<file path="src/rtl/seg_pkg.sv">
// Shared constants for the 4-digit seven-segment scan controller:
// hex-to-segment table, blanking codes and digit count.
package seg_pkg;

    localparam int DIGITS = 4;

    localparam logic [7:0] BLANK_SEG = 8'h00;
    localparam logic [3:0] ALL_OFF   = 4'b1111;

    // Segment codes indexed by hex value; bit7..bit1 = a..g, bit0 (dp) clear.
    localparam logic [15:0][7:0] HEX_SEG = {
        8'h8E, 8'h9E, 8'h7A, 8'h9C,   // F E D C
        8'h3E, 8'hEE, 8'hF6, 8'hFE,   // B A 9 8
        8'hE0, 8'hBE, 8'hB6, 8'h66,   // 7 6 5 4
        8'hF2, 8'hDA, 8'h60, 8'hFC    // 3 2 1 0
    };

endpackage

</file>
<file path="src/rtl/seg_hex_decode.sv">
// Combinational hex nibble to a..g segment lookup.
module seg_hex_decode
    import seg_pkg::*;
(
    input  logic [3:0] hex,
    output logic [6:0] seg
);

    always_comb begin
        seg = HEX_SEG[hex][7:1];
    end

endmodule

</file>
<file path="src/rtl/seg_scan_ctrl.sv">
// Multiplexed 4-digit seven-segment scanner with a double-buffered frame
// load port; new frames are swapped in only at frame boundaries.
module seg_scan_ctrl
    import seg_pkg::*;
#(
    parameter int DIV   = 200,
    parameter int BLANK = 8
) (
    input  logic        clk,
    input  logic        reset,
    input  logic        load_valid,
    output logic        load_ready,
    input  logic [15:0] load_data,
    input  logic [3:0]  load_dp,
    input  logic [3:0]  load_en,
    output logic [7:0]  display,
    output logic [3:0]  control,
    output logic        frame_done
);

    localparam int             CW      = $clog2(DIV);
    localparam logic [CW-1:0]  LAST    = CW'(DIV - 1);
    localparam logic [CW-1:0]  BLANK_C = CW'(BLANK);
    localparam logic [1:0]     TOP_DIG = 2'(DIGITS - 1);

    logic [CW-1:0] count, count_nxt;
    logic [1:0]    digit, digit_nxt;
    logic          armed;

    logic [15:0]   act_data, act_data_nxt, sh_data;
    logic [3:0]    act_dp, act_dp_nxt, sh_dp;
    logic [3:0]    act_en, act_en_nxt, sh_en;
    logic          sh_full, sh_full_nxt;

    logic          handshake, frame_end, swap, lit;
    logic [3:0]    nibble;
    logic [6:0]    seg7;
    logic [7:0]    display_nxt;
    logic [3:0]    control_nxt;
    logic          fd_nxt;

    seg_hex_decode u_dec (
        .hex (nibble),
        .seg (seg7)
    );

    // Outputs are registered from the next-state values so that in every
    // cycle they match that cycle's count/digit and active content.
    always_comb begin
        handshake = load_valid && load_ready;
        frame_end = armed && (count == LAST) && (digit == 2'd0);
        swap      = frame_end && sh_full;

        count_nxt = '0;
        digit_nxt = TOP_DIG;
        if (armed) begin
            if (count == LAST) begin
                count_nxt = '0;
                digit_nxt = 2'(digit - 2'd1);
            end else begin
                count_nxt = count + 1'b1;
                digit_nxt = digit;
            end
        end

        act_data_nxt = swap ? sh_data : act_data;
        act_dp_nxt   = swap ? sh_dp   : act_dp;
        act_en_nxt   = swap ? sh_en   : act_en;

        // Handshake and swap are exclusive: ready is low whenever a swap is possible.
        sh_full_nxt = sh_full;
        if (handshake) begin
            sh_full_nxt = 1'b1;
        end else if (swap) begin
            sh_full_nxt = 1'b0;
        end

        nibble      = act_data_nxt[{digit_nxt, 2'b00} +: 4];
        lit         = (count_nxt >= BLANK_C) && act_en_nxt[digit_nxt];
        control_nxt = lit ? ~(4'b0001 << digit_nxt) : ALL_OFF;
        display_nxt = lit ? {seg7, act_dp_nxt[digit_nxt]} : BLANK_SEG;
        fd_nxt      = (count_nxt == LAST) && (digit_nxt == 2'd0);
    end

    // The first clock after reset release is an arming cycle: the counter
    // holds at 0 / digit 3 while load_ready comes up.
    always_ff @(posedge clk) begin
        if (!reset) begin
            armed      <= 1'b0;
            count      <= '0;
            digit      <= TOP_DIG;
            act_data   <= '0;
            act_dp     <= '0;
            act_en     <= '0;
            sh_data    <= '0;
            sh_dp      <= '0;
            sh_en      <= '0;
            sh_full    <= 1'b0;
            control    <= ALL_OFF;
            display    <= BLANK_SEG;
            frame_done <= 1'b0;
            load_ready <= 1'b0;
        end else begin
            armed      <= 1'b1;
            count      <= count_nxt;
            digit      <= digit_nxt;
            act_data   <= act_data_nxt;
            act_dp     <= act_dp_nxt;
            act_en     <= act_en_nxt;
            if (handshake) begin
                sh_data <= load_data;
                sh_dp   <= load_dp;
                sh_en   <= load_en;
            end
            sh_full    <= sh_full_nxt;
            control    <= control_nxt;
            display    <= display_nxt;
            frame_done <= fd_nxt;
            load_ready <= !sh_full_nxt;
        end
    end

endmodule

</file>
<file path="config.mk">
export PLATFORM = sky130hd
export DESIGN_NAME = seg_scan_ctrl
export DESIGN_NICKNAME = d
export VERILOG_FILES = /design/src/rtl/seg_pkg.sv /design/src/rtl/seg_hex_decode.sv /design/src/rtl/seg_scan_ctrl.sv
export SDC_FILE = /design/constraint.sdc
export NUM_CORES = 1
export LEC_CHECK = 0
export BUFFER_PORTS_ARGS = -buffer_cell sky130_fd_sc_hd__buf_2
export CORE_MARGIN = 1.5
export CORE_UTILIZATION = 40
export CTS_CLUSTER_DIAMETER = 150
export CTS_CLUSTER_SIZE = 12
export DETAILED_ROUTE_END_ITERATION = 6
export PLACE_DENSITY = 0.6
export SLEW_MARGIN = 30
export SYNTH_ARGS = -nofsm -noshare
export SYNTH_HDL_FRONTEND = slang
export SYNTH_SLANG_ARGS = --single-unit
</file>
<file path="constraint.sdc">
create_clock -name clk -period 3.7 [get_ports clk]
set_clock_uncertainty 0.1 [all_clocks]
set_input_delay 0.37 -clock clk [delete_from_list [all_inputs] [get_ports clk]]
set_output_delay 0.37 -clock clk [all_outputs]
set_load 0.01 [all_outputs]
</file>
**After elaboration in Yosys (flattened, before gate mapping)**

Memories as Yosys holds them, arrays and structs flattened. A register that Yosys moved wholly into a read port is not among the register bits.
Index checks and enable logic that the tools add are counted.
Widths: inputs -> output; s select.

- Input bits: 27
- Memories kept: 1
- Output and inout port bits: 14
- Logic and storage cells: 51
- ROM bits: 128
- Flip-flop bits (word level): 74
- Bits in latches: 0
- RAM bits: 0

- Bitwise operators: 1
- Add/sub/neg operators: 2
- Equality and inequality tests: 2
- $mul: 0
- Mux-type cells: 15
- $lt $le $gt $ge: 3
- Divide/modulo/power cells: 0
- Shifts and indexed selects: 2
- Reductions and logical operators: 11

Memories:

| memory | depth | bits a word | read ports | clocked after memory_dff | wr ports | RTL line | source |
|---|---|---|---|---|---|---|---|
| (name not given) | 16 | 8 | 1 | 1 | 0 | seg_hex_decode.sv:10 | `seg = HEX_SEG[hex][7:1];` |

Operators by type and width:

| operator | count |
|---|---|
| $mux 8 | 3 |
| $eq 8x8->1 const B | 2 |
| $mux 16 | 1 |
| $shiftx 16x5->4 | 1 |
| $add 8x1->8 const B | 1 |
| $ge 8x4->1 const B | 1 |
| $mux 4 | 2 |
| $logic_and 1x1->1 | 6 |
| $lt 4x5->1 const B | 1 |
| $mux 1 | 5 |
| $bmux 1 s2 | 2 |
| $logic_not 2->1 | 2 |
| $mux 2 | 2 |
| $not 4->4 | 1 |
| $shl 1x2->4 const A | 1 |
| $lt 2x3->1 const B | 1 |
| $logic_not 1->1 | 2 |
| $reduce_and 2->1 | 1 |
| $sub 2x1->2 const B | 1 |

**Longest topological paths before layout**

Gate-level depths: netlist (run 1).

- Depth after elaboration: 10
- Mapped depth: 14

**Modules after synthesis**

A second synthesis (run 1) with hierarchy kept.

- Cell total of the unflattened synthesis: 346
- Area, all modules: 3228.1 sq um

Modules (own cells, without submodules):

| module | area an instance (sq um) | cells an instance | instances | seq. area each (sq um) |
|---|---|---|---|---|
| seg_scan_ctrl | 2937.8 | 313 | 1 | 1481.4 |
| seg_hex_decode | 290.3 | 33 | 1 | 0.0 |

**Worst setup path before layout (run 1)**

No wires, ideal clock.

- Kind: reg2reg
- Start: register count[0]
- End: register display[6]
- Arrival: 3150 ps
- Cell stages (with the launch flop): 14
- Path buffers: 2
- Slack: 334 ps
- Period minus slack after synthesis: 3366 ps
- Cells stage by stage: dfxtp_1 -> ha_1 -> and4_1 -> buf_4 -> nand2_2 -> nor2_4 -> buf_4 -> mux2i_1 -> nor2_1 -> or3_1 -> inv_1 -> ha_1 -> mux2_1 -> o211a_1

- Longest elaborated chain between the ends: 10
- Elaborated cells between the ends (all ways): 18
- Those cells by class: add/sub: 1; order compare: 1; eq/ne: 1; shift: 1; mux: 8; reduce/logical: 6

Ends and longest elaborated chain:

| element | RTL line | source |
|---|---|---|
| from (decl) | seg_scan_ctrl.sv:26 | `logic [CW-1:0] count, count_nxt;` |
| from (signal assigned) | seg_scan_ctrl.sv:105 | `count <= count_nxt;` |
| parallel branches: the longest is 10 deep, another holds $add 8x1->8 | - |  |
| to (decl) | seg_scan_ctrl.sv:16 | `output logic [7:0] display,` |

Parallel ways; which one is timed is not known. The select of a mux whose other input is x is not followed.
A chain may end at the register's enable or synchronous reset.

**Worst setup path after layout (run 1)**

Ends and elaborated chain as after synthesis.

==> results.cfg, run 1 <==
[status]
outcome = completed

[drt]
drcViolationCount = 0
ant_nets = 0
viasPerCell = 5.32
firstDrtPassIters = 4
wl_um = 7480
vias = 2754
drt-initial-drc-count = 123
wl_per_cell_um = 14.4

[finish]
layout_common_cells = dfxtp_1 (74), nand2_1 (65), buf_2 (40)
drive_above_1_share = 0.188
syn_to_final_growth_pct = 16.9
post-route-util = 0.486
num-nets-final = 447
design_area_um2 = 3790
finalNonFillerCells = 518
layout_commonest_cell = dfxtp_1
fillers = 767
diodes = 0

[worst_setup_path]
r2r_setup_slack_ps = 250
required_ps = 3850
end_kind = flop
worstReg2RegEnd = display[6]$_SDFF_PN0_
critPathLaunchType = flop
critical_path_arrival_ps = 3600
r2r_cells = 11
worstSetupPathType = flop to flop
crit_fanout = 12
r2r-start = count[0]$_SDFF_PN0_
startpoint = count[0]$_SDFF_PN0_
critPathCapture = display[6]$_SDFF_PN0_

[synth]
synth_ff_type = dfxtp_1
yosysSeqAreaShare = 0.457
ys.warnings.count = 0
synth_fp_nets = 403
syn_area_um2 = 3240
synth_cells = 367
ys_ff_latch = 74
synth_area_per_cell_um2 = 8.84
synth_edf_count = 0
ys_types = 55
async_flop_share = 0

[cts]
worst_skew_pair.late_latency_ps = 350
clock-sinks = 74
post_cts_buffers = 0
cts_hold_buf = 0
h-tree-depth = 3
clk_pin_slew_worst_paths_ps = 80
cts_resized = 0
cts.path.max_buffers = 2
cts_root_buf = clkbuf_8
cts_buffers = 9
cts_tree = built

[sta]
rsz0062_at_grt = no
setup_tns_ps = 0
worstMarginPinSlew_ps = 934
slew_violations = 0
timing.hold.ws_ps = 141
max_freq_ghz = 0.290
slew_headroom = 0.376
post-route-period-util = 0.933
fin_crit_ps = 3450
finalHoldViolations = 0
finalSetupViolCount = 0

[placed_design]
dp_cells = 502
portBuffers = 40
gp_congestion = 0.882
hpwl_um = 5270
postPlaceCellArea_um2 = 3570

[global_route]
grt_use_total = 0.186
grt_max_degree = 50
overflow = 0
grt_pass1_wl_um = 12700
antenna_found_initial = 0
grt_pass1_vias = 2638

[floorplan]
die_w_um = 93.0
core_um2 = 7810
die_area_um2 = 8660
pin_count = 41
fp-row-count = 32
start_util = 0.415
die-height_um = 93.0

[worst_hold_path]
hold_path_class = input pin to flop

[power]
power_per_cell_area_nw_per_um2 = 416
ir_drop_mv = 0.197
leakage_nw = 1.47

[job]
cap_viol_max_count = 0
registers in the layout, summed over array words and instances (netlist names):
name / count
act_dp: 4
frame_done: 1
sh_full: 1
sh_en: 4
armed: 1
act_en: 4
act_data: 16
sh_dp: 4
control: 4
sh_data: 16
digit: 2
display: 8
load_ready: 1
count: 8
cells in the mapped netlist (3+ instances only):
master / count / share of area
nor2_1: 37 / 0.043
buf_2: 4 / 0.0062
o31a_1: 3 / 0.0081
o221a_1: 3 / 0.010
a21oi_1: 34 / 0.052
o31ai_1: 5 / 0.012
xnor2_1: 5 / 0.014
o21ai_0: 3 / 0.0046
nor2b_1: 4 / 0.0077
nand3_1: 7 / 0.011
ha_1: 9 / 0.035
and4_1: 5 / 0.014
mux2i_1: 21 / 0.065
nor3_1: 4 / 0.0062
dfxtp_1: 74 / 0.46
o211ai_1: 3 / 0.0069
a211oi_1: 3 / 0.0069
buf_4: 3 / 0.0069
nand4_1: 10 / 0.019
and3_1: 4 / 0.0077
clkbuf_1: 12 / 0.014
a22o_1: 3 / 0.0081
nand2_1: 65 / 0.075
inv_1: 7 / 0.0081
metal layers:
metal,vias to the layer above,part of all wire,global-route usage
li1,1387,-,-
met1,1285,0.50,0.259
met4,0,0.015,0.0871
met2,74,0.43,0.279
met3,8,0.054,0.0341
met5,-,0,0
metrics by stage:
step	setup WS (ps)	power [mW]
after floorplan	334	0.875
after global placement	450	0.903
after detailed placement	314	0.905
after CTS	287	1.59
after global routing	101	1.64
final	248	1.58
critical path, stage by stage (launching register included):
cell	delay, ps
dfxtp_1	390
ha_1	260
and4_1	270
nand2_2	90
nor2_4	430
mux2i_1	300
o22ai_1	120
or3_1	430
inv_1	170
ha_1	260
mux2_1	300
o211a_1	210
where the power goes:
group	internal [mW]	switching (mW)	leakage, nW	total (mW)
combinational	0.0244	0.0396	0.764	0.0640
clock	0.382	0.312	0.107	0.694
sequential	0.812	0.00999	0.600	0.822
total	1.22	0.361	1.47	1.58
cells by family (layout without fill, tap and decap cells):
logic type / count (synthesis) / in the layout / share of synthesized area
AO/OA/AOI/OAI: 75 / 75 / 0.157
XOR/XNOR: 7 / 7 / 0.0189
adder cells (fa/ha/maj): 9 / 9 / 0.0347
buffers and inverters: 28 / 77 / 0.0397
flip-flops: 74 / 74 / 0.457
multiplexers: 22 / 22 / 0.0683
AND/OR/NAND/NOR: 152 / 152 / 0.224
cell type report:
type | count | area, µm² | area share
Multi-Input combinational cell | 265 | 1630 | 0.431
Sequential cell | 74 | 1480 | 0.391
Timing Repair Buffer | 54 | 305 | 0.0805
Clock buffer | 10 | 128 | 0.0337
Tap cell | 102 | 128 | 0.0337
Clock inverter | 6 | 90.1 | 0.0238
Inverter | 7 | 26.3 | 0.00693
worst min path at each step:
stage | startpoint | to | slack [ps] | cells after the start
final | reset | armed$_DFF_P_ | 140 | 1
after global routing | reset | armed$_DFF_P_ | 140 | 1
after CTS | reset | armed$_DFF_P_ | 140 | 1
after global placement | sh_en[2]$_SDFFE_PN0P_ | sh_en[2]$_SDFFE_PN0P_ | 350 | 2
after detailed placement | sh_en[0]$_SDFFE_PN0P_ | sh_en[0]$_SDFFE_PN0P_ | 350 | 2
after floorplan | reset | armed$_DFF_P_ | 300 | 0
(Power assumes the default switching activity.)
==> inputs of run 2 (changes only) <==
Settings changed: SLEW_MARGIN 30 to 10.
Clock period 3.7 ns to 4.2 ns, I/O delays scaled along.
==> run 2 against run 1 <==
Compared with the run above:
- clock-buffer cell count down 1
- via count down 3.4%
- sequential cell count unchanged
- total power down 14%
- critical endpoint unchanged
==> results.cfg, run 2 (same netlist as run 1, synthesis figures left out) <==
[drt]
wl_um = 7350
firstDrtPassIters = 4
ant_nets = 0
viasPerCell = 5.20
drcViolationCount = 0
vias = 2659
wl_per_cell_um = 14.4
drt-initial-drc-count = 167

[cts]
clock-sinks = 74
worst_skew_pair.late_latency_ps = 350
cts_hold_buf = 0
cts_tree = built
h-tree-depth = 3
clk_pin_slew_worst_paths_ps = 80
cts_root_buf = clkbuf_8
cts_buffers = 9
cts.path.max_buffers = 2

[worst_hold_path]
hold_path_class = input pin to flop

[finish]
reg_top3 = act_data x16, sh_data x16
diodes = 0
num-nets-final = 440
drive_above_1_share = 0.176
syn_to_final_growth_pct = 15.0
layout_commonest_cell = dfxtp_1
layout_common_cells = dfxtp_1 (74), nand2_1 (65), buf_2 (40)
post-route-util = 0.478
design_area_um2 = 3730
finalNonFillerCells = 511

[worst_setup_path]
crit_fanout = 14
critPathLaunchType = flop
critPathMaxStageDelay_ps = 510
crit_buf_inv = 1
cp_cell_sequence = ha_1 > and4_1 > nand2_2 > nor2_4 > mux2i_1 > nor2_1 > or3_1 > inv_1 > ha_1 > mux2_1 > o211a_1
crit_family = simple AND/OR/NAND/NOR gates
r2r_setup_slack_ps = 380
end_kind = flop
cpMaxStageDelayCell = and4_1
critical_path_arrival_ps = 3970
worstSetupPathType = flop to flop
required_ps = 4350
cp_common_cell = ha_1

[power]
leakage_nw = 1.43
ir_drop_mv = 0.177
power_per_cell_area_nw_per_um2 = 364
power_mw = 1.36

[sta]
worstMarginPinSlew_ps = 925
finalSetupViolCount = 0
finalHoldViolations = 0
max_freq_ghz = 0.262
slew_headroom = 0.383
setup_tns_ps = 0
slew_violations = 0
fin_crit_ps = 3820
post-route-period-util = 0.909
rsz0062_at_grt = no

[global_route]
grt_pass1_wl_um = 12500
overflow = 0
grt_pass1_vias = 2506
grt_use_total = 0.183
grt_max_degree = 50
antenna_found_initial = 0

[floorplan]
pin_count = 41
fp-row-count = 32
die_w_um = 93.0
core_um2 = 7810
die_area_um2 = 8660
die-height_um = 93.0
start_util = 0.415

[placed_design]
postPlaceCellArea_um2 = 3520
portBuffers = 40
dp_cells = 495
hpwl_um = 5270
gp_congestion = 0.863

[status]
outcome = completed

[job]
cap_viol_max_count = 0
-- run 2: metrics by stage --
stage	hold slack, ps	setup slack, ps
floorplan	332	834
global placement	346	549
detailed placement	350	333
CTS	179	313
global route	185	76.2
finish	186	381
-- run 2: final timing paths --
kind | start | to | depth (start not counted)
setup reg to reg | count[0]$_SDFF_PN0_ | display[6]$_SDFF_PN0_ | 11
hold / removal | reset | armed$_DFF_P_ | 1
hold reg to reg | sh_data[6]$_SDFFE_PN0P_ | sh_data[6]$_SDFFE_PN0P_ | 2
setup / recovery | count[0]$_SDFF_PN0_ | display[6]$_SDFF_PN0_ | 11
-- run 2: report_power, final --
group	internal [mW]	leakage, nW	total, mW	switching, mW
sequential	0.715	0.600	0.723	0.00848
combinational	0.0209	0.732	0.0562	0.0353
clock	0.285	0.102	0.578	0.293
-- run 2: area by class of cell --
type                            count  area (µm²)
Tap cell                          102         128
Sequential cell                    74        1480
Fill cell                         768        4080
Clock inverter                      7        81.3
Timing Repair Buffer               47         253
Inverter                            7        26.3
Clock buffer                        9         124
Multi-Input combinational cell    265        1640
-- run 2: per-layer routing --
layer | track usage | vias up | part of all wire
met1 | 0.261 | 1209 | 0.52
li1 | - | 1375 | -
met2 | 0.274 | 64 | 0.42
met3 | 0.0293 | 11 | 0.046
met4 | 0.0770 | 0 | 0.018
met5 | 0 | - | 0
-- run 2: repair_timing --
action                     4_1_cts  5_1_grt
gates resized for setup          0        1
setup endpoints to repair        0        1
setup buffers                    0        0
